### src/rtl/lsu_byte_ctrl.sv
// Byte-serial load/store sequencer: splits B/H/W accesses into byte strobes on a byte-wide memory.
// Latency: store N+1, load N+2, illegal code 1 cycle after acceptance; no new request until after RESP.
module lsu_byte_ctrl (
    input  logic        clk,
    input  logic        rst,
    input  logic        req_valid,
    output logic        req_ready,
    input  logic        req_is_store,
    input  logic [31:0] req_addr,
    input  logic [31:0] req_wdata,
    input  logic [2:0]  load_code,
    input  logic [1:0]  store_code,
    output logic        resp_valid,
    output logic        resp_err,
    output logic [31:0] resp_rdata,
    output logic [31:0] mem_addr,
    output logic        mem_re,
    output logic        mem_we,
    output logic [7:0]  mem_wdata,
    input  logic [7:0]  mem_rdata
);

    typedef enum logic [1:0] {S_IDLE, S_ACC, S_DRAIN, S_RESP} state_t;

    state_t      state_q, state_d;
    logic [31:0] addr_q, addr_d;
    logic [31:0] wdata_q, wdata_d;
    logic        store_q, store_d;
    logic [2:0]  lcode_q, lcode_d;
    logic [1:0]  last_q, last_d;
    logic [1:0]  k_q, k_d;
    logic        rd_pend_q, rd_pend_d;
    logic [1:0]  rd_idx_q, rd_idx_d;
    logic [31:0] data_q, data_d;
    logic        resp_err_q, resp_err_d;
    logic [31:0] resp_rdata_q, resp_rdata_d;

    logic        accept;
    logic        acc_active;
    logic        dec_legal;
    logic [1:0]  dec_last;

    function automatic logic [31:0] extend(input logic [2:0] code, input logic [31:0] d);
        case (code)
            3'b000:  extend = {{24{d[7]}}, d[7:0]};
            3'b001:  extend = {{16{d[15]}}, d[15:0]};
            3'b100:  extend = {24'h0, d[7:0]};
            3'b101:  extend = {16'h0, d[15:0]};
            default: extend = d;
        endcase
    endfunction

    // dec_last is the index of the final byte (N-1)
    always_comb begin
        dec_legal = 1'b1;
        dec_last  = 2'd0;
        if (req_is_store) begin
            case (store_code)
                2'b00:   dec_last = 2'd0;
                2'b01:   dec_last = 2'd1;
                2'b10:   dec_last = 2'd3;
                default: dec_legal = 1'b0;
            endcase
        end else begin
            case (load_code)
                3'b000, 3'b100: dec_last = 2'd0;
                3'b001, 3'b101: dec_last = 2'd1;
                3'b010:         dec_last = 2'd3;
                default:        dec_legal = 1'b0;
            endcase
        end
    end

    assign accept     = req_valid && req_ready;
    // Strobes are cut combinationally by rst so an aborted access writes nothing at the reset edge.
    assign acc_active = (state_q == S_ACC) && !rst;

    always_ff @(posedge clk) begin
        if (rst) begin
            state_q <= S_IDLE;
        end else begin
            state_q <= state_d;
        end
    end

    always_comb begin
        state_d = state_q;
        case (state_q)
            S_IDLE:  if (accept) state_d = dec_legal ? S_ACC : S_RESP;
            S_ACC:   if (k_q == last_q) state_d = store_q ? S_RESP : S_DRAIN;
            S_DRAIN: state_d = S_RESP;
            S_RESP:  state_d = S_IDLE;
            default: state_d = S_IDLE;
        endcase
    end

    always_comb begin
        req_ready  = (state_q == S_IDLE) && !rst;
        resp_valid = (state_q == S_RESP);
        resp_err   = resp_err_q;
        resp_rdata = resp_rdata_q;
        mem_re     = acc_active && !store_q;
        mem_we     = acc_active && store_q;
        mem_addr   = acc_active ? (addr_q + {30'h0, k_q}) : 32'h0;
        mem_wdata  = acc_active ? wdata_q[{k_q, 3'b000} +: 8] : 8'h0;
    end

    always_comb begin
        addr_d       = addr_q;
        wdata_d      = wdata_q;
        store_d      = store_q;
        lcode_d      = lcode_q;
        last_d       = last_q;
        k_d          = k_q;
        rd_pend_d    = 1'b0;
        rd_idx_d     = rd_idx_q;
        data_d       = data_q;
        resp_err_d   = resp_err_q;
        resp_rdata_d = resp_rdata_q;

        if (state_q == S_IDLE && accept) begin
            addr_d  = req_addr;
            wdata_d = req_wdata;
            store_d = req_is_store;
            lcode_d = load_code;
            last_d  = dec_last;
            k_d     = 2'd0;
            data_d  = 32'h0;
        end

        if (state_q == S_ACC) begin
            k_d       = k_q + 2'd1;
            rd_pend_d = !store_q;
            rd_idx_d  = k_q;
        end

        // Read data arrives one cycle after its strobe
        if (rd_pend_q) begin
            data_d[{rd_idx_q, 3'b000} +: 8] = mem_rdata;
        end

        if (state_d == S_RESP && state_q != S_RESP) begin
            resp_err_d   = (state_q == S_IDLE);
            resp_rdata_d = (state_q == S_DRAIN) ? extend(lcode_q, data_d) : 32'h0;
        end
    end

    always_ff @(posedge clk) begin
        if (rst) begin
            addr_q       <= 32'h0;
            wdata_q      <= 32'h0;
            store_q      <= 1'b0;
            lcode_q      <= 3'h0;
            last_q       <= 2'd0;
            k_q          <= 2'd0;
            rd_pend_q    <= 1'b0;
            rd_idx_q     <= 2'd0;
            data_q       <= 32'h0;
            resp_err_q   <= 1'b0;
            resp_rdata_q <= 32'h0;
        end else begin
            addr_q       <= addr_d;
            wdata_q      <= wdata_d;
            store_q      <= store_d;
            lcode_q      <= lcode_d;
            last_q       <= last_d;
            k_q          <= k_d;
            rd_pend_q    <= rd_pend_d;
            rd_idx_q     <= rd_idx_d;
            data_q       <= data_d;
            resp_err_q   <= resp_err_d;
            resp_rdata_q <= resp_rdata_d;
        end
    end

endmodule
### config.mk
export PLATFORM = sky130hd
export DESIGN_NAME = lsu_byte_ctrl
export DESIGN_NICKNAME = d
export VERILOG_FILES = /design/src/rtl/lsu_byte_ctrl.sv
export SDC_FILE = /design/constraint.sdc
export NUM_CORES = 1
export LEC_CHECK = 0
export ABC_AREA = 1
export CAP_MARGIN = 15
export CORE_MARGIN = 10
export CORE_UTILIZATION = 50
export DETAILED_ROUTE_END_ITERATION = 10
export HOLD_SLACK_MARGIN = 0.06
export PLACE_DENSITY = 0.8
export SKIP_CTS_REPAIR_TIMING = 1
export SLEW_MARGIN = 15
export SYNTH_ARGS = -nofsm -noshare
export SYNTH_HDL_FRONTEND = slang
export SYNTH_SLANG_ARGS = --single-unit
### constraint.sdc
create_clock -name clk -period 2.6 [get_ports clk]
set_input_delay 0.52 -clock clk [delete_from_list [all_inputs] [get_ports clk]]
set_output_delay 0.52 -clock clk [all_outputs]
set_load 0.05 [all_outputs]
==> results.cfg <==
[routing]
m1WireLength_mm = 8.90
met2_length_mm = 10.8
dr_wl_met3_mm = 1.37
wl_per_cell_um = 16.4
wl_mm = 21.5
drcViolationCount = 0
topRoutingLayerUsed = met4
drtIter0Drc = 696
via_per_inst = 5.36
ant_nets = 0
vias = 7051
dr.pass1.iters = 5

[grt]
grt_pass1_wl_mm = 33.1
grt_pass1_vias = 6705
gr-usage-all-layers_pct = 21.9
antenna_found_initial = 1
grt_start_max_net_pins = 82
overflow = 0

[hold_path]
hold_path.class = reg2reg

[layout]
drive_gt1_share_pct = 19.6
finalNonFillerCells = 1315
nNetsFinal = 1215
area_growth_pct = 50.3

[status]
outcome = finished, violations left
violations = setup timing

[synthesis]
ys_ff_latch = 142
synth.avg_cell_area_um2 = 6.90
synth.area.top_cells = dfxtp_1, nand2_1, nand3_1, a21oi_1, o21ai_0
synth_nets = 1060
ys_seq_area_share_pct = 42.5
synthCells = 970
ys_types = 33
yosysTopAreaCellShare_pct = 42.5
yosysWarningCount = 0
synth.largest_area_cell = dfxtp_1
synth_area_um2 = 6690

[critical_path]
worstPathRequired_ns = 2.08
endpoint_kind = output pin
cp-startpoint = addr_q[15]$_SDFFE_PP0P_
critPathCapture = mem_addr[30]
reg2reg_slack_ns = 0.36
r2r-start = rd_idx_q[0]$_SDFFE_PP0P_
worst-path-max-fanout = 4
worstSetupPathType = reg2out
crit_path_start_kind = register
reg2reg_depth = 11
rr_endpoint = resp_rdata[28]$_SDFFE_PP0P_
worstPathArrival_ns = 2.21

[timing]
worst_pin_slew_ns = 0.578
slew_viol_final = 0
slew_headroom_pct = 61.4
finalSetupViolations = 19
clock_skew_ns = 0.00576
rsz0062_at_grt = true
fin_crit_sh_pct = 105
timing.fmax_mhz = 366
period_minus_slack_ns = 2.73
finalHoldViolCount = 0
fin_ws_ns = -0.130
finalSetupTns_ns = -1.07

[clocking]
cts_tree = done
cts_made_buffers = 17
clk_root_buffer_cell = clkbuf_16
clock_latency_ns = 0.42
cts_sinks = 142
clock_path_buffers = 2
cts_htree_levels = 4
clkTransAtPathRegs_ns = 0.06

[flow_run]
drv_cap = 0

[floorplanning]
die_area_um2 = 18400
die_w_um = 136
ios = 158
initial_core_util_pct = 50.7
row_count = 42
fp.dieH_um = 136
core-area_um2 = 13200

[pwr]
leakagePower_nw = 3.80
power_density_nw_per_um2 = 685
peakVddDrop_mv = 0.589

[placed_design]
finalWeightedCongestion = 1.04
portBuffers = 157
dp.cells = 1274
hpwlAfterDp_mm = 15.1
==> kinds of logic after synthesis <==
family                     Yosys count  share of synthesized area, %
buffers and inverters              142                          8.25
xor gates and xnor gates            17                          2.23
AOI/OAI and AO/OA                  207                          15.6
and+or+nand+nor                    453                          29.6
DFF                                142                          42.5
adders and majority gates            9                          1.80
==> power breakdown <==
| part | leakage (nW) | internal [mW] | switching, mW | total (mW) |
|---|---|---|---|---|
| Sequential | 1.16 | 2.37 | 0.156 | 2.53 |
| Clock | 0.332 | 1.86 | 0.968 | 2.83 |
| Combinational | 2.31 | 0.560 | 0.976 | 1.54 |
| Total | 3.80 | 4.79 | 2.10 | 6.89 |
==> state kept, by name, indices dropped and copies added, names as in the netlist <==
signal,cells
last_q,2
wdata_q,32
rd_pend_q,1
state_q,2
resp_rdata,32
resp_err,1
addr_q,32
rd_idx_q,2
lcode_q,3
data_q,32
k_q,2
store_q,1
==> Yosys cell counts (all sizes together) <==
master,count
buf,14
a211oi,1
ha,8
inv,88
dfxtp,142
o21ai,79
nor3,19
xnor2,3
a31oi,2
clkbuf,37
and3,1
xor2,14
fa,1
and2,1
a21oi,124
or2,7
nor2,76
nand3,129
nand2,211
nand3b,1
o221ai,1
nand4,8
clkinv,3
==> per-layer routing <==
metal,track usage (%),vias up
met5,0,-
met4,7.12,0
met3,5.30,32
met2,37.5,249
met1,26.4,3277
li1,-,3493
==> worst max-delay path, stage by stage (launching register included) <==
cell and delay, ns:
dfxtp_1 0.41, nand2_1 0.14, nor2_1 0.32, nand4_1 0.22
nor2_1 0.21, nand2_1 0.07, nand2_1 0.08, nand2_1 0.07
nor2_2 0.12, buf_12 0.15
==> stage by stage <==
stage	power, mW	hold slack (ns)	instance area (um^2)	utilization, %	setup WS (ns)
floorplan	3.42	0.426	6720	-	-0.0145
global placement	3.97	0.438	8900	67.5	0.138
detailed placement	3.99	0.442	8900	67.5	0.0718
CTS	6.80	0.451	9580	72.7	-0.417
global route	7.16	0.476	10100	76.2	-0.211
finish	6.89	0.450	10100	76.2	-0.130
==> layout by cell type, fill, tap and decap left out, types with 2 or more instances in the layout <==
cell / n
a21oi_1: 112
a21oi_2: 12
buf_12: 43
buf_4: 28
bufinv_16: 6
clkbuf_16: 17
clkbuf_8: 2
clkdlybuf4s50_1: 113
clkinv_2: 2
clkinvlp_4: 3
dfxtp_1: 131
dfxtp_2: 11
ha_1: 6
ha_4: 2
inv_1: 77
inv_2: 9
inv_6: 3
nand2_1: 197
nand2_2: 11
nand2_4: 3
nand3_1: 122
nand3_2: 2
nand3_4: 5
nand4_1: 8
nor2_1: 42
nor2_2: 22
nor2_4: 12
nor3_1: 5
nor3_2: 8
nor3_4: 6
o21ai_0: 76
o21ai_1: 2
or2_2: 7
xnor2_1: 3
xor2_1: 13
==> worst min path at each step <==
stage	from	endpoint	cells past startpoint
6_report	wdata_q[8]$_SDFFE_PP0P_	wdata_q[8]$_SDFFE_PP0P_	2
5_1_grt	resp_rdata[21]$_SDFFE_PP0P_	resp_rdata[21]$_SDFFE_PP0P_	2
4_1_cts	wdata_q[12]$_SDFFE_PP0P_	wdata_q[12]$_SDFFE_PP0P_	2
3_5_place_dp	wdata_q[12]$_SDFFE_PP0P_	wdata_q[12]$_SDFFE_PP0P_	2
3_3_place_gp	wdata_q[8]$_SDFFE_PP0P_	wdata_q[8]$_SDFFE_PP0P_	2
2_1_floorplan	store_q$_SDFFE_PP0P_	rd_pend_q$_SDFF_PN0_	1
==> final cells by class <==
class / count / area, um^2
Fill cell: 942 / 3140
Multi-Input combinational cell: 686 / 3710
Clock inverter: 12 / 228
Sequential cell: 142 / 2860
Clock buffer: 20 / 457
Tap cell: 176 / 220
Antenna cell: 1 / 2.50
Timing Repair Buffer: 187 / 2230
Inverter: 91 / 353
(Power assumes the default switching activity.)
